### src/rtl/ob_pkg.sv
// ob_pkg
//  Shared constants for the object-processor phrase buffer.
//  OB_PHRASE_W   : phrase data width in bits
//  OB_FIFO_DEPTH : number of phrase FIFO entries (power of 2, >=2)
//  OB_FIFO_AW    : log2(OB_FIFO_DEPTH)
package ob_pkg;
  localparam int OB_PHRASE_W   = 64;
  localparam int OB_FIFO_DEPTH = 4;
  localparam int OB_FIFO_AW    = 2;
endpackage

### src/rtl/ob_phrase_ram.sv
// ob_phrase_ram
//  DEPTH x DW register array used as phrase storage: one synchronous write port,
//  one asynchronous read port so the FIFO head is visible without a read cycle.
//  Ports:
//   sys_clk  in   system clock
//   we       in   write enable
//   waddr    in   write address
//   wdata    in   write data
//   raddr    in   read address
//   rdata    out  read data (combinational)
module ob_phrase_ram #(
  parameter int DW    = 64,
  parameter int DEPTH = 4,
  parameter int AW    = 2
) (
  input  logic          sys_clk,
  input  logic          we,
  input  logic [AW-1:0] waddr,
  input  logic [DW-1:0] wdata,
  input  logic [AW-1:0] raddr,
  output logic [DW-1:0] rdata
);

  logic [DW-1:0] mem [DEPTH];

  always_ff @(posedge sys_clk) begin
    if (we) mem[waddr] <= wdata;
  end

  assign rdata = mem[raddr];

endmodule

### src/rtl/ob_phrase_fifo.sv
// ob_phrase_fifo
//  Phrase fetch/buffer stage between the memory ack pipe and the OP decoder.
//  Issues one-cycle fetch strobes (latchd), captures din on latch, and holds
//  phrases in a show-ahead FIFO. A fetch is only issued when a slot is free
//  after accounting for the outstanding fetch, so acknowledged data always fits.
//  Ports:
//   sys_clk  in   system clock
//   resetl   in   synchronous active-low reset
//   req      in   OP wants phrases fetched (level)
//   latchd   out  fetch strobe to ack pipe (one-cycle pulse)
//   latch    in   ack-pipe data strobe, din valid
//   din      in   memory phrase data
//   flush    in   empty FIFO and discard in-flight fetch
//   dout     out  head phrase (0 when empty)
//   dvalid   out  FIFO non-empty
//   dready   in   OP pops head when dvalid & dready
//   count    out  occupied entries 0..DEPTH
//   pend     out  one fetch outstanding
//   ovf      out  sticky: latch arrived while full
module ob_phrase_fifo
  import ob_pkg::*;
#(
  parameter int DW    = OB_PHRASE_W,
  parameter int DEPTH = OB_FIFO_DEPTH,
  parameter int AW    = OB_FIFO_AW
) (
  input  logic          sys_clk,
  input  logic          resetl,
  input  logic          req,
  output logic          latchd,
  input  logic          latch,
  input  logic [DW-1:0] din,
  input  logic          flush,
  output logic [DW-1:0] dout,
  output logic          dvalid,
  input  logic          dready,
  output logic [AW:0]   count,
  output logic          pend,
  output logic          ovf
);

  localparam logic [AW:0] DEPTH_V = (AW+1)'(DEPTH);
  localparam logic [AW:0] ONE_V   = (AW+1)'(1);

  logic [AW:0]   wptr_reg, rptr_reg;
  logic          pend_reg, discard_reg, latchd_reg, ovf_reg;
  logic [AW:0]   occ, occ_next, credit, credit_next;
  logic          full, not_empty, push, pop, ovf_set, pend_next, issue;
  logic [DW-1:0] rdata;

  // Pointers carry a wrap bit, so the difference is the occupancy directly.
  assign occ       = wptr_reg - rptr_reg;
  assign full      = (occ == DEPTH_V);
  assign not_empty = (occ != '0);

  assign pop  = not_empty & dready & ~flush;
  // A simultaneous pop frees the slot when full, so the push still lands.
  assign push = latch & ~discard_reg & ~flush & (~full | dready);
  assign ovf_set = latch & ~discard_reg & ~flush & full & ~dready;

  // A fetch counts as outstanding from the cycle its strobe is driven.
  assign pend   = pend_reg | latchd_reg;
  assign credit = DEPTH_V - occ - (AW+1)'(pend);

  // Strobe and ack in the same cycle leave the pending flag set.
  assign pend_next   = latchd_reg | (pend_reg & ~latch);
  assign occ_next    = occ + (AW+1)'(push) - (AW+1)'(pop);
  assign credit_next = DEPTH_V - occ_next - (AW+1)'(pend_next);

  // Only one fetch is tracked: while one is outstanding, the next may be issued
  // only on the cycle its ack arrives, and only if a slot remains afterwards.
  assign issue = req & ~flush & ~latchd_reg &
                 (pend_reg ? (latch & (credit_next != '0)) : (credit != '0));

  always_ff @(posedge sys_clk) begin
    if (!resetl) begin
      wptr_reg    <= '0;
      rptr_reg    <= '0;
      pend_reg    <= 1'b0;
      discard_reg <= 1'b0;
      latchd_reg  <= 1'b0;
      ovf_reg     <= 1'b0;
    end else begin
      latchd_reg <= issue;
      pend_reg   <= pend_next;
      if (flush) begin
        wptr_reg    <= '0;
        rptr_reg    <= '0;
        // Any fetch still in flight will be acked later; drop that ack.
        discard_reg <= latchd_reg | (pend_reg & ~latch);
      end else begin
        if (push) wptr_reg <= wptr_reg + ONE_V;
        if (pop)  rptr_reg <= rptr_reg + ONE_V;
        if (latch) discard_reg <= 1'b0;
      end
      if (ovf_set) ovf_reg <= 1'b1;
    end
  end

  ob_phrase_ram #(
    .DW    (DW),
    .DEPTH (DEPTH),
    .AW    (AW)
  ) u_ram (
    .sys_clk (sys_clk),
    .we      (push),
    .waddr   (wptr_reg[AW-1:0]),
    .wdata   (din),
    .raddr   (rptr_reg[AW-1:0]),
    .rdata   (rdata)
  );

  assign latchd = latchd_reg;
  assign ovf    = ovf_reg;
  assign count  = occ;
  assign dvalid = not_empty;
  assign dout   = not_empty ? rdata : '0;

endmodule

### config.mk
export PLATFORM = sky130hd
export DESIGN_NAME = ob_phrase_fifo
export DESIGN_NICKNAME = d
export VERILOG_FILES = /design/src/rtl/ob_pkg.sv /design/src/rtl/ob_phrase_ram.sv /design/src/rtl/ob_phrase_fifo.sv
export SDC_FILE = /design/constraint.sdc
export NUM_CORES = 1
export LEC_CHECK = 0
export ABC_AREA = 1
export BUFFER_PORTS_ARGS = -buffer_cell sky130_fd_sc_hd__buf_2
export CORE_MARGIN = 5
export CORE_UTILIZATION = 50
export CTS_BUF_LIST = sky130_fd_sc_hd__clkbuf_8 sky130_fd_sc_hd__clkbuf_16
export CTS_CLUSTER_SIZE = 30
export DETAILED_ROUTE_END_ITERATION = 16
export PLACE_DENSITY = 0.74
export SYNTH_ARGS = -nofsm -noshare
export SYNTH_HDL_FRONTEND = slang
export SYNTH_SLANG_ARGS = --single-unit
### constraint.sdc
create_clock -name sys_clk -period 6.2 [get_ports sys_clk]
set_clock_uncertainty 0.15 [all_clocks]
set_input_delay 1.24 -clock sys_clk [delete_from_list [all_inputs] [get_ports sys_clk]]
set_output_delay 1.24 -clock sys_clk [all_outputs]
set_load 0.005 [all_outputs]
==> results of run 1 <==
## layout make-up
class | instances | area share
sequential | 268 | 0.628
multi-input combinational | 461 | 0.189
timing repair buffer | 148 | 0.0602
clock buffer | 27 | 0.0535
tap | 280 | 0.0277
inverter | 90 | 0.0269
clock inverter | 19 | 0.0145
## routing by layer
metal | share of wire | wire [um]
met1 | 0.42 | 8880
met2 | 0.50 | 10700
met3 | 0.062 | 1310
met4 | 0.014 | 301
met5 | 0.0028 | 59
## synthesized netlist by cell type (all sizes together)
| cell | number | share of area |
|---|---|---|
| edfxtp | 256 | 0.71 |
| nor2 | 214 | 0.074 |
| inv | 90 | 0.031 |
| nand2 | 84 | 0.031 |
| o21ai | 65 | 0.030 |
| o32ai | 64 | 0.051 |
| buf | 30 | 0.018 |
| clkbuf | 19 | 0.0065 |
| dfxtp | 12 | 0.022 |
| ha | 11 | 0.013 |
| nand3 | 7 | 0.0055 |
| a21oi | 6 | 0.0028 |
| xor2 | 3 | 0.0024 |
| fa | 2 | 0.0037 |
| nor3 | 2 | 0.00092 |
| nand3b | 1 | 0.00069 |
| nand4 | 1 | 0.00057 |
| xnor2 | 1 | 0.00080 |
## final timing paths
check	start	endpoint	slack [ns]	cells past startpoint
worst max-delay path	wptr_reg[0]$_SDFFE_PP0P_	dout[15]	1.71	9
worst min-delay path	ovf$_SDFFE_PN0P_	ovf$_SDFFE_PN0P_	0.31	2
worst max register to register	wptr_reg[0]$_SDFFE_PP0P_	latchd$_SDFF_PN0_	2.34	15
worst min register to register	ovf$_SDFFE_PN0P_	ovf$_SDFFE_PN0P_	0.31	2
## per-stage QoR
stage          worst slack [ns]  cells  hold WS (ns)
2_1_floorplan              1.15    868         0.295
3_3_place_gp               2.29   1247         0.291
3_5_place_dp               2.22   1247         0.299
4_1_cts                    1.65   1293         0.310
5_1_grt                    1.48   1293         0.324
6_report                   1.71   1293         0.307
## power by group through the flow
stage	clock network [W]	logic (W)	registers (W)
after floorplan	0	0.000270	0.00207
after global placement	0	0.000417	0.00208
after detailed placement	0	0.000425	0.00208
after CTS	0.00157	0.000428	0.00204
after global routing	0.00167	0.000474	0.00204
final	0.00154	0.000420	0.00204
## worst max-delay path, cell delays in order (launching register included)
cell and delay [ns]:
dfxtp_1 0.38, inv_1 0.11, ha_1 0.20, fa_1 0.54
nand2_1 0.08, inv_1 0.09, nand3_4 0.65, nand2_1 0.33
inv_1 0.06, buf_2 0.13
## logic make-up after synthesis
kind of cell	after synthesis	synth area share
AO/OA/AOI/OAI	135	0.0841
XOR/XNOR	4	0.00322
adder cells (fa/ha/maj)	13	0.0163
buffers and inverters	139	0.0556
flip-flops	268	0.728
AND/OR/NAND/NOR	309	0.113
==> flow_results.org, run 1 <==
** Status
- The flow ran to the end, and the final reports show no timing, DRC or antenna violations.

** Placement
- Once placement finished, the instance area stood at 11,800 um2.
- Routability-driven placement finished with a final weighted congestion of 0.768.
- Dpl hpwl :: 11.9 mm
- Port bufs :: 140

** Critical path
- Worst path arrival time :: 3.10 ns
- For the worst setup path, the data required time is 4.81 ns.
- The worst setup path is captured at an output pin.
- Maximum fanout along the worst path :: 70
- Worst setup path category :: reg2out
- STA classifies the critical path startpoint as a flip-flop.

** Routing
- For this run, the detailed router's first-pass iteration total came to 5.
- Antenna violation net count after detailed routing :: 0
- The first routing iteration left 524 violations.
- Summing over every cut layer, the via total after detailed routing is 6,780.
- Final WL :: 21.3 mm
- For this run, design rule violations remaining after detail routing come to 0.
- After detailed routing, the average wire length per cell comes to 16.4 um.
- Using the TritonRoute via totals, the vias-per-cell ratio works out to 5.24.

** Pwr
- In this run the power spent charging and discharging nets is 0.000907 W.
- Summed over all cells, the static leakage comes to 5.06 nW.
- Share of total power in sequential cells :: 0.510
- Overall Power :: 0.00401 W
- Of the total power, combinational logic draws 0.105.
- Worst voltage drop across the vdd grid :: 0.213 mV
- Switching Share :: 0.227
- Cell internal power was estimated by the tool at 0.00310 W.
- In this run the power density over the cells is 317 nW/um2.
- The share of total power dissipated in the clock network is 0.385.

** Global routing
- Grt ovf :: 0
- Overall global routing resource usage :: 0.169
- Global-route wire length before repair :: 33.1 mm
- Number of antenna violations at the first check in global routing :: 5
- In the global route stage, met1 resource usage came out at 0.211.
- Maximum number of pins on one net before global-route repair :: 92
- met2 is the most crowded layer.
- The via count of the first global-routing pass came to 6,699.
- Met2 routing resource usage after global routing :: 0.301
- Met3 routing resource usage after global routing :: 0.0366

** Logic synthesis
- After synthesis, the netlist uses 24 different library cells.
- Share of synthesized area occupied by flip-flops and latches :: 0.728
- Number of nets in the synthesized netlist :: 951
- Synth Cell Area :: 10,900 um2
- Warning count from the yosys run :: 0
- The synthesized design contains 268 register bits.
- Instance count of the mapped netlist :: 868
- Avg Synthesized Cell Area :: 12.5 um2

** Clock tree
- Clock latency reported for the late side of the worst-skew pair :: 0.51 ns
- The clock drives 268 sinks.
- Maximum count of clock buffers along a single path :: 3
- Clock root buffer master :: clkbuf_16
- The number of setup buffers added after CTS is 0.
- In this run, post-CTS repair resized a total of 0 instances.
- After clock tree synthesis, the clock-pin slew on the worst setup and hold paths is 0.07 ns.
- Htree depth :: 1
- Hold-fix buffer count after cts :: 0
- TritonCTS built the clock tree.
- TritonCTS created 27 clock buffers.

** Floorplan
- Horizontal extent of the die :: 158 um
- Row generation in the floorplan step produced 54 rows.
- The die covers 24,800 um2.
- Effective utilization at floorplan :: 0.504
- Floorplan Core Area :: 21,600 um2
- Number of placed I/O pins :: 141
- From bottom edge to top edge, the die measures 158 um.

** Timing
- Transition time at the pin with the least slew margin :: 0.996 ns
- Dividing the final minimum period by the clock period gives 0.724.
- The final hold violation count was 0.
- Max-slew violations :: 0
- Sum of negative setup slack :: 0 ns
- Unrepaired setup endpoints after global routing :: no
- Subtracting the final worst setup slack from the clock period gives 4.49 ns.
- Setup violations remaining at the end of the flow were counted as 0.
- Maximum clock frequency :: 0.223 GHz
- Relative slew slack :: 0.336

** Hold path
- In this run the worst hold path is classified as reg2reg.

** Layout
- FF/Latch Area :: 7940 um2
- Summing all non-filler instances in the final layout gives an area of 12,600 um2.
- Fraction of layout cells with a size suffix above 1 :: 0.204
- Fill cells in the final layout number 1,710.
- The repair_antennas step left the layout with diodes totalling 0.
- In the final layout, the multi-input gates occupy 2390 um2.
- At the end of the flow the core is filled with cells to 0.584.
- Highest-count cells in the layout ignoring fill and taps :: edfxtp_1, nor2_1, buf_2
- Most common cell after layout, fill and taps aside :: edfxtp_1
- Max reg flops :: 256
- The area growth from synthesis to layout is 16.0%.
- In the final design database the tool counted 1,079 nets.

** Flow run
- Number of max-cap violations :: 0
(Power assumes the default switching activity.)
==> run 2: changes to the inputs <==
--- a/config.mk
+++ b/config.mk
@@ -12,7 +12,7 @@
 export CTS_BUF_LIST = sky130_fd_sc_hd__clkbuf_8 sky130_fd_sc_hd__clkbuf_16
 export CTS_CLUSTER_SIZE = 30
 export DETAILED_ROUTE_END_ITERATION = 16
-export PLACE_DENSITY = 0.74
+export PLACE_DENSITY = 0.76
 export SYNTH_ARGS = -nofsm -noshare
 export SYNTH_HDL_FRONTEND = slang
 export SYNTH_SLANG_ARGS = --single-unit
==> constraint.sdc (replaced) <==
create_clock -name sys_clk -period 3.95 [get_ports sys_clk]
set_clock_uncertainty 0.15 [all_clocks]
set_input_delay 0.79 -clock sys_clk [delete_from_list [all_inputs] [get_ports sys_clk]]
set_output_delay 0.79 -clock sys_clk [all_outputs]
set_load 0.005 [all_outputs]
==> flow_results.org, run 2 (synthesis results as in run 1) <==
** Floorplan
- The initialized floorplan defines 54 standard-cell rows.
- Die area :: 24,800 um2
- Floorplan Core Area :: 21,600 um2
- Die Y :: 158 um
- Effective utilization at floorplan :: 0.504
- The die is 158 um wide.
- In this run the count of I/O pins placed on the die edge is 141.

** Routing
- Across all layers, the routed design uses 6,823 vias.
- Final WL :: 22.1 mm
- Count of routing violations after the opening detailed-route iteration :: 430
- DRC violations left :: 0
- For this run, the detailed router's first-pass iteration total came to 5.
- Average wire length per cell after detail routing :: 17.0 um
- Antenna violation net count after detailed routing :: 0
- Dividing the detail-routed via count by the number of cells gives 5.24.

** Timing
- At the pin with the least slew margin, the transition time is 0.910 ns.
- Unrepaired setup endpoints after global routing :: no
- Measured against its own limit, the worst slew margin works out to 0.393.
- Final worst-path cycle share :: 0.929
- The worst path in the final design needs a cycle of 3.67 ns, including I/O delays and setup.
- Setup violations remaining at the end of the flow were counted as 0.
- Maximum clock frequency :: 0.272 GHz
- Final worst setup slack :: 0.280 ns
- Worst hold slack after final layout :: 0.296 ns
- Max-slew violations :: 0
- Final Hold Fails :: 0

** Placement
- After detailed placement, the design holds a cell count of 1,251.
- The congestion estimate from routability-driven global placement came to 0.811.
- Dpl hpwl :: 12.5 mm
- The placed instances occupy a cell area of 11,900 um2.
- Pre-CTS worst setup slack :: 0.445 ns
- Buffers placed on the I/O ports in this run total 140.

** Layout
- Highest-count cells in the layout ignoring fill and taps :: edfxtp_1, nor2_1, buf_2
- Multi-input gate area :: 2410 um2
- Max reg flops :: 256
- The finished layout holds 1,301 standard cells, fillers aside.
- Count of filler cells inserted in the layout :: 1,707
- Most common cell after layout, fill and taps aside :: edfxtp_1
- With fillers left out, the area of the finished cells amounts to 12,700 um2.
- In the final layout, flip-flops and latches occupy 7940 um2.
- Measured on the finished design, the core utilization comes to 0.588.
- For this run, the post-layout net count is 1,084.
- Fraction of layout cells with a size suffix above 1 :: 0.201
- The area growth from synthesis to layout is 16.7%.

** Clock tree
- TritonCTS built the clock tree.
- Clock sink count :: 268
- Clock-pin slew was measured on the worst setup and hold paths at 0.06 ns.
- The clock passes through at most 3 buffers.
- CTS buffer count :: 26
- In this run the number of H-tree levels came out at 1.
- Clock latency reported for the late side of the worst-skew pair :: 0.50 ns
- The tree is rooted in a clkbuf_16.

** Critical path
- Along the worst path, the maximum fanout reaches 41.
- STA classifies the critical path startpoint as a flip-flop.
- The critical path ends at dout[60].
- STA puts the critical path data required time at 3.01 ns.
- Data arrives at the worst endpoint at 2.73 ns.
- Startpoint of the worst-slack reg-to-reg timing path :: wptr_reg[0]$_SDFFE_PP0P_
- Number of cells on the worst reg-to-reg path :: 17
- STA classifies the critical path endpoint as an output pin.
- Worst setup slack for register-to-register paths :: 0.41 ns
- In this run the critical register-to-register path is captured at latchd$_SDFF_PN0_.
- Worst setup path category :: reg2out
- The critical path starts at wptr_reg[0]$_SDFFE_PP0P_.

** Global routing
- Overall global routing resource usage :: 0.173
- Maximum number of pins on one net before global-route repair :: 129
- Number of global-route vias before repair :: 6,847
- Grt ovf :: 0
- Number of antenna violations at the first check in global routing :: 9
- Global-route wire length before repair :: 34.1 mm

** Hold path
- The path class of the tightest hold or removal check is reg2reg.

** Status
- Run status :: completed

** Pwr
- The worst-case IR drop observed on VDD is 0.347 mV.
- In this run the power density over the cells is 485 nW/um2.
- Pleak :: 5.11 nW

** Flow run
- Number of max-cap violations :: 0
run 2: changes by cell type in the layout (fill, tap and decap cells not counted):
cell and change:
buf_12 +7, clkinvlp_4 -5, clkinv_1 +4, diode_2 +3
inv_1 +3, buf_4 -2, bufinv_16 -2, clkinv_2 -1
nand3_4 +1
run 2: timing repair:
action	4_1_cts	5_1_grt
hold buffers	0	0
setup endpoints to repair	0	36
buffers inserted	0	1
gates resized for setup	0	1
run 2: cell type report:
| type | instances | area share |
|---|---|---|
| Clock buffer | 27 | 0.0532 |
| Multi-Input combinational cell | 462 | 0.189 |
| Tap cell | 280 | 0.0276 |
| Clock inverter | 18 | 0.00837 |
| Inverter | 90 | 0.0268 |
| Timing Repair Buffer | 153 | 0.0697 |
| Sequential cell | 268 | 0.624 |
| Antenna cell | 3 | 0.000591 |
run 2: stage by stage:
stage	power, W	TNS, ns
after floorplan	0.00367	-207.37
after global placement	0.00394	0
after detailed placement	0.00396	0
after CTS	0.00619	0
after global routing	0.00644	0
final	0.00616	0
run 2: critical path, stage by stage (launching register included):
cell and delay (ns):
dfxtp_1 0.37, inv_1 0.11, ha_1 0.21, fa_1 0.54
nand2_1 0.09, inv_1 0.23, nand3_4 0.18, buf_12 0.23
nand2_1 0.10, inv_1 0.04, buf_2 0.12
run 2: power breakdown:
| group | switching (W) | total, W | leakage [nW] | internal [W] |
|---|---|---|---|---|
| clock network | 0.000949 | 0.00224 | 0.400 | 0.00129 |
| logic | 0.000437 | 0.000721 | 2.29 | 0.000283 |
| registers | 0.0000302 | 0.00320 | 2.42 | 0.00317 |
| total | 0.00142 | 0.00616 | 5.11 | 0.00474 |
run 2: per-layer routing:
metal  global-route usage  wire length, um  up-vias
met1                0.219             8840     3274
met2                0.304            11400      188
met4               0.0508              329       12
met5                    0               59        -
met3               0.0364             1530       36
li1                     -                -     3313
run 2: worst min path at each step:
stage,from,to,cells after the start
floorplan,ovf$_SDFFE_PN0P_,ovf$_SDFFE_PN0P_,2
global placement,ovf$_SDFFE_PN0P_,ovf$_SDFFE_PN0P_,2
detailed placement,ovf$_SDFFE_PN0P_,ovf$_SDFFE_PN0P_,2
global route,din[27],u_ram.mem[0][27]$_DFFE_PP_,1
finish,ovf$_SDFFE_PN0P_,ovf$_SDFFE_PN0P_,2
CTS,ovf$_SDFFE_PN0P_,ovf$_SDFFE_PN0P_,2
